`config.mk`:
```
export PLATFORM = sky130hd
export DESIGN_NAME = bus_latch_sequencer
export DESIGN_NICKNAME = d
export VERILOG_FILES = /design/src/rtl/bus_latch_sequencer.sv
export SDC_FILE = /design/constraint.sdc
export NUM_CORES = 1
export LEC_CHECK = 0
export CORE_UTILIZATION = 47
export DETAILED_ROUTE_END_ITERATION = 12
export PLACE_DENSITY = 0.93
export SLEW_MARGIN = 10
export SYNTH_ARGS = -nofsm -noshare
export SYNTH_HDL_FRONTEND = slang
export SYNTH_SLANG_ARGS = --single-unit
```
`constraint.sdc`:
```
create_clock -name C -period 3.2 [get_ports C]
set_input_delay 0.32 -clock C [delete_from_list [all_inputs] [get_ports C]]
set_output_delay 0.32 -clock C [all_outputs]
set_load 0.1 [all_outputs]
```
`src/rtl/bus_latch_sequencer.sv`:
```
// Upstream sequencer for the latch bank. It runs one bus transfer per request:
// optional wait states, a single CE/data strobe, then a single acknowledge.
module bus_latch_sequencer #(
  parameter int WIDTH  = 16,
  parameter int WAIT_W = 4
) (
  input  logic              C,
  input  logic              CLR,
  input  logic              START,
  input  logic              RW,
  input  logic [WAIT_W-1:0] WAIT,
  input  logic              ABORT,
  input  logic [WIDTH-1:0]  BUS_D,
  input  logic [WIDTH-1:0]  CPU_D,
  output logic              LATCH_CE,
  output logic [WIDTH-1:0]  LATCH_D,
  output logic              ACK,
  output logic              BUSY
);

  typedef enum logic [4:0] {
    S_IDLE  = 5'b00001,
    S_WAIT  = 5'b00010,
    S_LATCH = 5'b00100,
    S_ACK   = 5'b01000,
    S_HOLD  = 5'b10000
  } state_t;

  state_t            r_state;
  state_t            w_state_nxt;
  logic [WAIT_W-1:0] r_cnt;
  logic [WAIT_W-1:0] w_cnt_nxt;
  logic              r_rw;
  logic              w_rw_nxt;
  logic [WIDTH-1:0]  r_latch_d;
  logic [WIDTH-1:0]  w_latch_d_nxt;

  always_ff @(posedge C or posedge CLR) begin
    if (CLR) begin
      r_state   <= S_IDLE;
      r_cnt     <= '0;
      r_rw      <= 1'b1;
      r_latch_d <= '0;
    end else begin
      r_state   <= w_state_nxt;
      r_cnt     <= w_cnt_nxt;
      r_rw      <= w_rw_nxt;
      r_latch_d <= w_latch_d_nxt;
    end
  end

  always_comb begin
    w_state_nxt   = r_state;
    w_cnt_nxt     = r_cnt;
    w_rw_nxt      = r_rw;
    w_latch_d_nxt = r_latch_d;
    case (r_state)
      S_IDLE: begin
        if (START) begin
          w_state_nxt = S_WAIT;
          w_cnt_nxt   = WAIT;
          w_rw_nxt    = RW;
          // Write data is frozen at request time so later CPU_D changes are ignored.
          if (!RW) w_latch_d_nxt = CPU_D;
        end
      end
      S_WAIT: begin
        if (ABORT) begin
          w_state_nxt = S_HOLD;
        end else if (r_cnt != '0) begin
          w_cnt_nxt = r_cnt - WAIT_W'(1);
        end else begin
          w_state_nxt = S_LATCH;
          if (r_rw) w_latch_d_nxt = BUS_D;
        end
      end
      S_LATCH: w_state_nxt = S_ACK;
      S_ACK:   w_state_nxt = S_HOLD;
      S_HOLD: begin
        // Requester must release START before another transfer can begin.
        if (!START) w_state_nxt = S_IDLE;
      end
      default: w_state_nxt = S_IDLE;
    endcase
  end

  assign LATCH_CE = (r_state == S_LATCH);
  assign ACK      = (r_state == S_ACK);
  assign BUSY     = (r_state != S_IDLE);
  assign LATCH_D  = r_latch_d;

endmodule
```
== Yosys cells after proc, flatten, opt, wreduce, memory -nomap -nowiden ==
Cells that the tools add are included.
Widths: inputs -> output; s select.
Word-level totals
  flip-flop bits (word level): 26
  output and inout port bits: 19
  memory bits (read-only): 0
  bits in writable memories: 0
  latch bits: 0
  bits of input ports: 41
  memories kept: 0
Operators by class
  div/mod/pow operators: 0
  reduce and logical (&&, ||, !) cells: 6
  bitwise gates (word level): 0
  add/sub/neg operators: 1
  shift operators: 0
  $lt $le $gt $ge: 0
  mux-type cells: 15
  equal/unequal tests: 14
  $mul: 0
Operator list (count)
  $mux 16: 5
  $pmux 16 s2: 1
  $pmux 5 s5: 1
  $mux 5: 4
  $ne 2x2->1 const B: 7
  $mux 4: 3
  $pmux 4 s2: 1
  $reduce_and 6->1: 1
  $eq 5x1->1 const B: 1
  $eq 5x2->1 const B: 1
  $eq 5x3->1 const B: 1
  $eq 5x4->1 const B: 1
  $eq 5x5->1 const B: 1
  $ne 5x1->1 const B: 1
  $reduce_and 4->1: 1
  $reduce_bool 4->1: 1
  $sub 4x1->4 const B: 1
  $ne 3x3->1 const B: 1
  $reduce_and 3->1: 1
  $reduce_and 2->1: 1
  $reduce_bool 2->1: 1

== Depth between registers and ports, before layout ==
Gate-level depths: netlist of the first run.
  word-level depth: 4
  gate-level depth with buffers: 7
  depth with buffers taken out: 6

== Worst setup path before layout of the first run ==
No wires, ideal clock.
  path type: register -> register
  start point: register r_state[0]
  end point: register r_latch_d[0] (netlist: LATCH_D[0])
  data required time: 3.075 ns
  data arrival time: 2.640 ns
  library setup time: 0.125 ns
  slack: 0.435 ns
  period minus slack after synthesis: 2.765 ns
  path buffers: 2
  cell stages (with the launch flop): 6
  cells stage by stage: dfstp_2 -> buf_2 -> nand3_1 -> o221ai_4 -> buf_6 -> mux2_4
On the way
  word-level cells in the longest chain between the ends: 3
  elaborated cells on any way between the ends: 10
  those cells by class: 7 x eq/ne; 1 x mux; 2 x reduce/logical
Ends and longest elaborated chain
  start, declared: RTL line 29  | state_t r_state;
  start signal, assigned: RTL line 45  | r_state <= w_state_nxt;
  $eq 5x2->1 or $eq 5x1->1 (tied branches): RTL line 57  | case (r_state)
  $ne 2x2->1 (no source line) or $reduce_bool 2->1 (tied branches)
  $reduce_and 6->1 (no source line)
  end signal, assigned: RTL line 48  | r_latch_d <= w_latch_d_nxt;
  end, declared: RTL line 35  | logic [WIDTH-1:0] r_latch_d;
Parallel ways exist; a longest one is shown, timed or not.
A chain may end at the register's enable or synchronous reset.

== Worst setup path after layout of the first run ==
  start point: register r_cnt[0]
  end point: register r_latch_d[10] (netlist: LATCH_D[10])
On the way
  word-level cells in the longest chain between the ends: 3
Ends and longest elaborated chain
  start, declared: RTL line 31  | logic [WAIT_W-1:0] r_cnt;
  start signal, assigned: RTL line 46  | r_cnt <= w_cnt_nxt;
  $reduce_bool 4->1: RTL line 70  | end else if (r_cnt != '0) begin
  $ne 2x2->1 (no source line)
  $reduce_and 6->1 (no source line)
No other way between the ends.

==> impl_metrics.env, run 1 <==
export IMPL_max_cap_violations=0
export IMPL_fmax_mhz=443.5
export IMPL_synth_cell_types=34
export IMPL_dieArea_um2=3620
export IMPL_critPathLaunchType="register"
export IMPL_cts_made_buffers=3
export IMPL_fin_crit_ps=2255
export IMPL_dieWidth_um=60.17
export IMPL_yosysWarnings=0
export IMPL_cts_tree="yes"
export IMPL_cp_max_fo=16
export IMPL_insertedDiodeCount=0
export IMPL_cts_reportedPaths_clkPinSlew_ps=150
export IMPL_grt_pass1_wl_um=5644
export IMPL_drv_slew=0
export IMPL_syn_num_nets=170
export IMPL_cts_root_buffer="clkbuf_4"
export IMPL_finalSetupViolCount=0
export IMPL_rows=20
export IMPL_cts_max_level=1
export IMPL_core_area_um2=3128
export IMPL_syn_inst=128
export IMPL_ys_flop_type="dfrtp_1"
export IMPL_crit_path_end_kind="register"
export IMPL_grt_pass1_vias=1246
export IMPL_port_buffers=59
export IMPL_status="finished clean"
export IMPL_wl_um=3632
export IMPL_vias=1230
export IMPL_ys_seq_area_share_pct=41.07
export IMPL_die_h_um=60.17
export IMPL_initial_core_util_pct=50.84
export IMPL_syn_to_final_growth_pct=38.95
export IMPL_clk_latency_ps=330
export IMPL_final_hold_viol_count=0
export IMPL_grt_max_degree=27
export IMPL_syn_area_um2=1590
export IMPL_cp_slowest_cell="o221ai_4"
export IMPL_vias_per_cell=5.371
export IMPL_crit_chain="inv_1 -> ha_1 -> nor3b_4 -> and4b_1 -> o221ai_4 -> mux2_2"
export IMPL_drc=0
export IMPL_worstPathRequired_ps=3420
export IMPL_grt_overflow_total=0
export IMPL_skew_ps=8.257
export IMPL_setup_tns_ps=0
export IMPL_crit_type="register to register"
export IMPL_final_nets=228
export IMPL_drt_pass1_iterations=6
export IMPL_post_cts_buffers=0
export IMPL_hpwl_um=2740
export IMPL_arrival_ps=2480
export IMPL_cts_resized=0
export IMPL_drt_iter0_drc=25
export IMPL_ioPinCount=60
export IMPL_mostFrequentLayoutCell="clkdlybuf4s50_1"
export IMPL_antenna_found_initial=0
export IMPL_hold_buffers=0
export IMPL_final_cell_mix="56 x clkdlybuf4s50_1, 24 x dfrtp_1, 23 x mux2_4"
export IMPL_clockBufferDepth=2
export IMPL_tightest_slew_ps=979.6
export IMPL_clock_sinks=26
export IMPL_grt_usage_pct=21.21
export IMPL_relSlewSlack_pct=34.49
export IMPL_hp_class="input pin to asynchronous set/reset pin"
export IMPL_fin_crit_sh_pct=70.46
export IMPL_gp_congestion=0.9006
export IMPL_synth_edf_count=0
export IMPL_grt_setup_unrepaired="no"
export IMPL_syn_area_per_cell_um2=12.42
export IMPL_cpPeakStageDelay_ps=590
export IMPL_avgRoutedWirePerCell_um=15.86
export IMPL_async_flop_share_pct=100.0
export IMPL_drive_gt1_share_pct=24.86
export IMPL_final_antenna_net_count=0
export IMPL_ys_ff_latch=26
[registers in the layout, summed over array words and instances, names as in the netlist]
register	flops
LATCH_D	16
r_cnt	4
r_rw	1
r_state	5
[cell families after synthesis]
family | share of synthesized area, %
buf+inv | 4.877
compound gates | 8.340
fa+ha+maj | 0.7867
simple gates | 14.79
flops | 41.07
mux | 30.13
[through the flow]
step / utilization (%) / instance area (um2) / std cells / worst slack [ps] / hold WS [ps]
global route: 70.64 / 2210 / 229 / 874.3 / 555.0
floorplan: - / 1590 / 128 / 434.8 / 358.5
global placement: 69.48 / 2173 / 225 / 962.1 / 496.0
CTS: 70.64 / 2210 / 229 / 964.0 / 532.4
detailed placement: 69.48 / 2173 / 225 / 879.7 / 499.6
finish: 70.64 / 2210 / 229 / 945.4 / 515.1
[per-layer routing]
metal	part of all wire (%)	GRT usage, %	vias up
met5	0	0	-
met2	52	39.87	48
met3	5.7	3.463	3
met4	0.63	4.983	0
met1	41	24.63	599
li1	-	-	580
[worst paths after layout]
| check | from | to | slack [ps] | cells after the start |
|---|---|---|---|---|
| worst max register to register | r_cnt[0]$_DFFE_PP0P_ | LATCH_D[10]$_DFFE_PP0P_ | 950 | 6 |
| worst min register to register | LATCH_D[13]$_DFFE_PP0P_ | LATCH_D[13]$_DFFE_PP0P_ | 530 | 1 |
| max in group asynchronous | CLR | LATCH_D[1]$_DFFE_PP0P_ | 2100 | 2 |
| worst min-delay path | CLR | r_state[4]$_DFFE_PP0P_ | 520 | 2 |
| min in group C | LATCH_D[13]$_DFFE_PP0P_ | LATCH_D[13]$_DFFE_PP0P_ | 530 | 1 |
| worst max-delay path | r_cnt[0]$_DFFE_PP0P_ | LATCH_D[10]$_DFFE_PP0P_ | 950 | 6 |
[worst max-delay path, delay by kind of cell (launching register included)]
kind                       cells  cell delay, ps
and+or+nand+nor                2             390
AOI/OAI and AO/OA              1             590
adders and majority gates      1             240
muxes                          1             420
DFF                            1             410
buffers and inverters          1              90
[cell type report]
cell class	instances	area (um2)
repair buffers	59	583.1
fillers	239	918.4
well taps	44	55.05
clock buffers	4	36.28
flip-flops and latches	26	653.1
multi-input cells	90	859.6
inverters	6	22.52
[Yosys cell counts (2+ instances only)]
| library cell | number | area share [%] |
|---|---|---|
| inv_1 | 6 | 1.4 |
| mux2_2 | 9 | 6.4 |
| o21ai_0 | 11 | 3.5 |
| nor4b_1 | 2 | 1.1 |
| nor2b_1 | 2 | 0.79 |
| nor3b_1 | 2 | 0.94 |
| nor3_1 | 4 | 1.3 |
| dfrtp_1 | 24 | 38 |
| mux2_1 | 2 | 1.4 |
| a21oi_1 | 4 | 1.3 |
| buf_6 | 4 | 2.8 |
| or3_1 | 2 | 0.79 |
| nand3b_1 | 2 | 0.94 |
| nor2_1 | 7 | 1.7 |
| nand3_1 | 2 | 0.63 |
| a31oi_1 | 2 | 0.79 |
| dfstp_2 | 2 | 3.3 |
| nand2b_1 | 3 | 1.2 |
| mux2_4 | 23 | 22 |
Power of run 1 is left out: the tool's default activity adds up to more than one toggle a clock period on the data nets, which glitch-free logic cannot reach.
==> run 2, diff against run 1 <==
--- a/config.mk
+++ b/config.mk
@@ -5,9 +5,9 @@
 export SDC_FILE = /design/constraint.sdc
 export NUM_CORES = 1
 export LEC_CHECK = 0
-export CORE_UTILIZATION = 47
+export CORE_UTILIZATION = 40
 export DETAILED_ROUTE_END_ITERATION = 12
-export PLACE_DENSITY = 0.93
+export PLACE_DENSITY = 0.85
 export SLEW_MARGIN = 10
 export SYNTH_ARGS = -nofsm -noshare
 export SYNTH_HDL_FRONTEND = slang
==> constraint.sdc (replaced) <==
create_clock -name C -period 1.8 [get_ports C]
set_input_delay 0.18 -clock C [delete_from_list [all_inputs] [get_ports C]]
set_output_delay 0.18 -clock C [all_outputs]
set_load 0.1 [all_outputs]
==> run 2 against run 1 <==
The run now ends with negative setup slack left; sequential cell count stayed put; final area is 10% higher; count of clock-buffer cells in the layout is 1 lower; core utilization is 5.5 points lower; critical path type unchanged; largest cell class unchanged.
==> impl_metrics.env, run 2 (same netlist as run 1, synthesis figures left out) <==
export IMPL_violations="negative setup slack"
export IMPL_drt_pass1_iterations=5
export IMPL_arrival_ps=2010
export IMPL_grt_pass1_vias=1209
export IMPL_clk_latency_ps=260
export IMPL_critPathLaunchType="register"
export IMPL_critPathTopFamily="simple AND/OR/NAND/NOR gates"
export IMPL_path_depth=7
export IMPL_finalSetupViolCount=16
export IMPL_cp_slowest_cell="dfrtp_1"
export IMPL_dieWidth_um=65.06
export IMPL_fmax_mhz=536.6
export IMPL_crit_chain="inv_2 -> ha_4 -> nor3b_4 -> and4b_1 -> o221ai_4 -> buf_12 -> mux2_4"
export IMPL_crit_type="register to register"
export IMPL_setup_tns_ps=-769.2
export IMPL_reg2reg_setup_slack_ps=-60
export IMPL_grt_overflow_total=0
export IMPL_setup_ws_ps=-63.42
export IMPL_die_h_um=65.06
export IMPL_vias_per_cell=5.020
export IMPL_syn_to_final_growth_pct=53.27
export IMPL_antenna_found_initial=0
export IMPL_cpPeakStageDelay_ps=410
export IMPL_final_nets=247
export IMPL_cp_startpoint="r_cnt[1]$_DFFE_PP0P_"
export IMPL_crit_end="LATCH_D[13]$_DFFE_PP0P_"
export IMPL_final_hold_viol_count=0
export IMPL_insertedDiodeCount=0
export IMPL_rows=22
export IMPL_worstPathRequired_ps=1950
export IMPL_grt_pass1_wl_um=5464
export IMPL_clock_sinks=26
export IMPL_hp_class="input pin to asynchronous set/reset pin"
export IMPL_wl_um=3442
export IMPL_final_antenna_net_count=0
export IMPL_largest_register_ffs=16
export IMPL_crit_path_end_kind="register"
export IMPL_grt_max_degree=18
export IMPL_path_buf_inv=2
export IMPL_vias=1260
export IMPL_max_cap_violations=0
export IMPL_tightest_slew_ps=385.6
export IMPL_cts_reportedPaths_clkPinSlew_ps=80
export IMPL_cts_made_buffers=3
export IMPL_port_buffers=59
export IMPL_drv_slew=0
export IMPL_drive_gt1_share_pct=43.84
export IMPL_fillers=296
export IMPL_r2r_start="r_cnt[1]$_DFFE_PP0P_"
export IMPL_drt_iter0_drc=70
export IMPL_rr_endpoint="LATCH_D[13]$_DFFE_PP0P_"
export IMPL_grt_usage_pct=17.23
export IMPL_cts_tree="yes"
export IMPL_status="finished with violations"
export IMPL_cts_root_buffer="clkbuf_8"
export IMPL_core_area_um2=3744
export IMPL_relSlewSlack_pct=74.26
export IMPL_skew_ps=3.966
export IMPL_grt_setup_unrepaired="yes"
export IMPL_initial_core_util_pct=42.48
export IMPL_cp_max_fo=8
export IMPL_gp_congestion=0.8389
export IMPL_avgRoutedWirePerCell_um=13.71
export IMPL_final_cell_mix="40 x clkdlybuf4s50_1, 33 x buf_4, 23 x mux2_4"
export IMPL_clockBufferDepth=2
export IMPL_dieArea_um2=4232
export IMPL_ioPinCount=60
export IMPL_fin_crit_ps=1863
export IMPL_cts_max_level=1
export IMPL_mostFrequentLayoutCell="clkdlybuf4s50_1"
export IMPL_fin_crit_sh_pct=103.5
export IMPL_r2r_cells=7
export IMPL_drc=0
export IMPL_hpwl_um=2706
==> run 2: area by class of cell <==
| cell class | count | area [um2] | share of cell area (%) |
|---|---|---|---|
| Clock buffer | 3 | 41.29 | 1.694 |
| Inverter | 6 | 22.52 | 0.9240 |
| Multi-Input combinational cell | 90 | 904.6 | 37.11 |
| Sequential cell | 26 | 655.6 | 26.90 |
| Tap cell | 48 | 60.06 | 2.464 |
| Timing Repair Buffer | 78 | 753.2 | 30.90 |
==> run 2: worst reg2reg max path: stages (launching register included) <==
cell,delay [ps]
dfrtp_1,410
inv_2,80
ha_4,130
nor3b_4,240
and4b_1,270
o221ai_4,140
buf_12,180
mux2_4,300
==> run 2: worst min-delay path by stage <==
| stage | endpoint | slack, ps |
|---|---|---|
| after global routing | LATCH_D[10]$_DFFE_PP0P_ | 230 |
| after CTS | LATCH_D[10]$_DFFE_PP0P_ | 200 |
| final | LATCH_D[10]$_DFFE_PP0P_ | 180 |
| after floorplan | LATCH_D[0]$_DFFE_PP0P_ | 220 |
| after global placement | LATCH_D[10]$_DFFE_PP0P_ | 480 |
| after detailed placement | LATCH_D[10]$_DFFE_PP0P_ | 490 |
==> run 2: timing repair <==
item                                    CTS  global route
resized for setup                         3             5
hold buffers                              0             0
setup buffers                             1             1
pin swaps                                 1             3
endpoints found under the setup margin   17            19
gates cloned                              0             1
==> run 2: layer usage <==
metal	vias up	part of all wire (%)	routed length, um	GRT usage (%)
li1	615	-	-	-
met1	594	43	1496	22.25
met2	47	49	1696	27.34
met3	4	6.3	217	5.282
met4	0	0.93	32	5.707
met5	-	0	0	0
==> run 2: stage by stage <==
| stage | std cells | area (um2) | util, % | hold WS (ps) | setup WS (ps) |
|---|---|---|---|---|---|
| floorplan | 128 | 1627 | - | 218.5 | -167.6 |
| global placement | 245 | 2336 | 62.40 | 480.0 | 12.21 |
| detailed placement | 245 | 2336 | 62.40 | 494.1 | -121.8 |
| CTS | 249 | 2387 | 63.77 | 199.3 | -92.16 |
| global route | 251 | 2437 | 65.11 | 234.1 | -130.7 |
| finish | 251 | 2437 | 65.11 | 180.8 | -63.42 |
Power of run 2 is left out for the same reason.
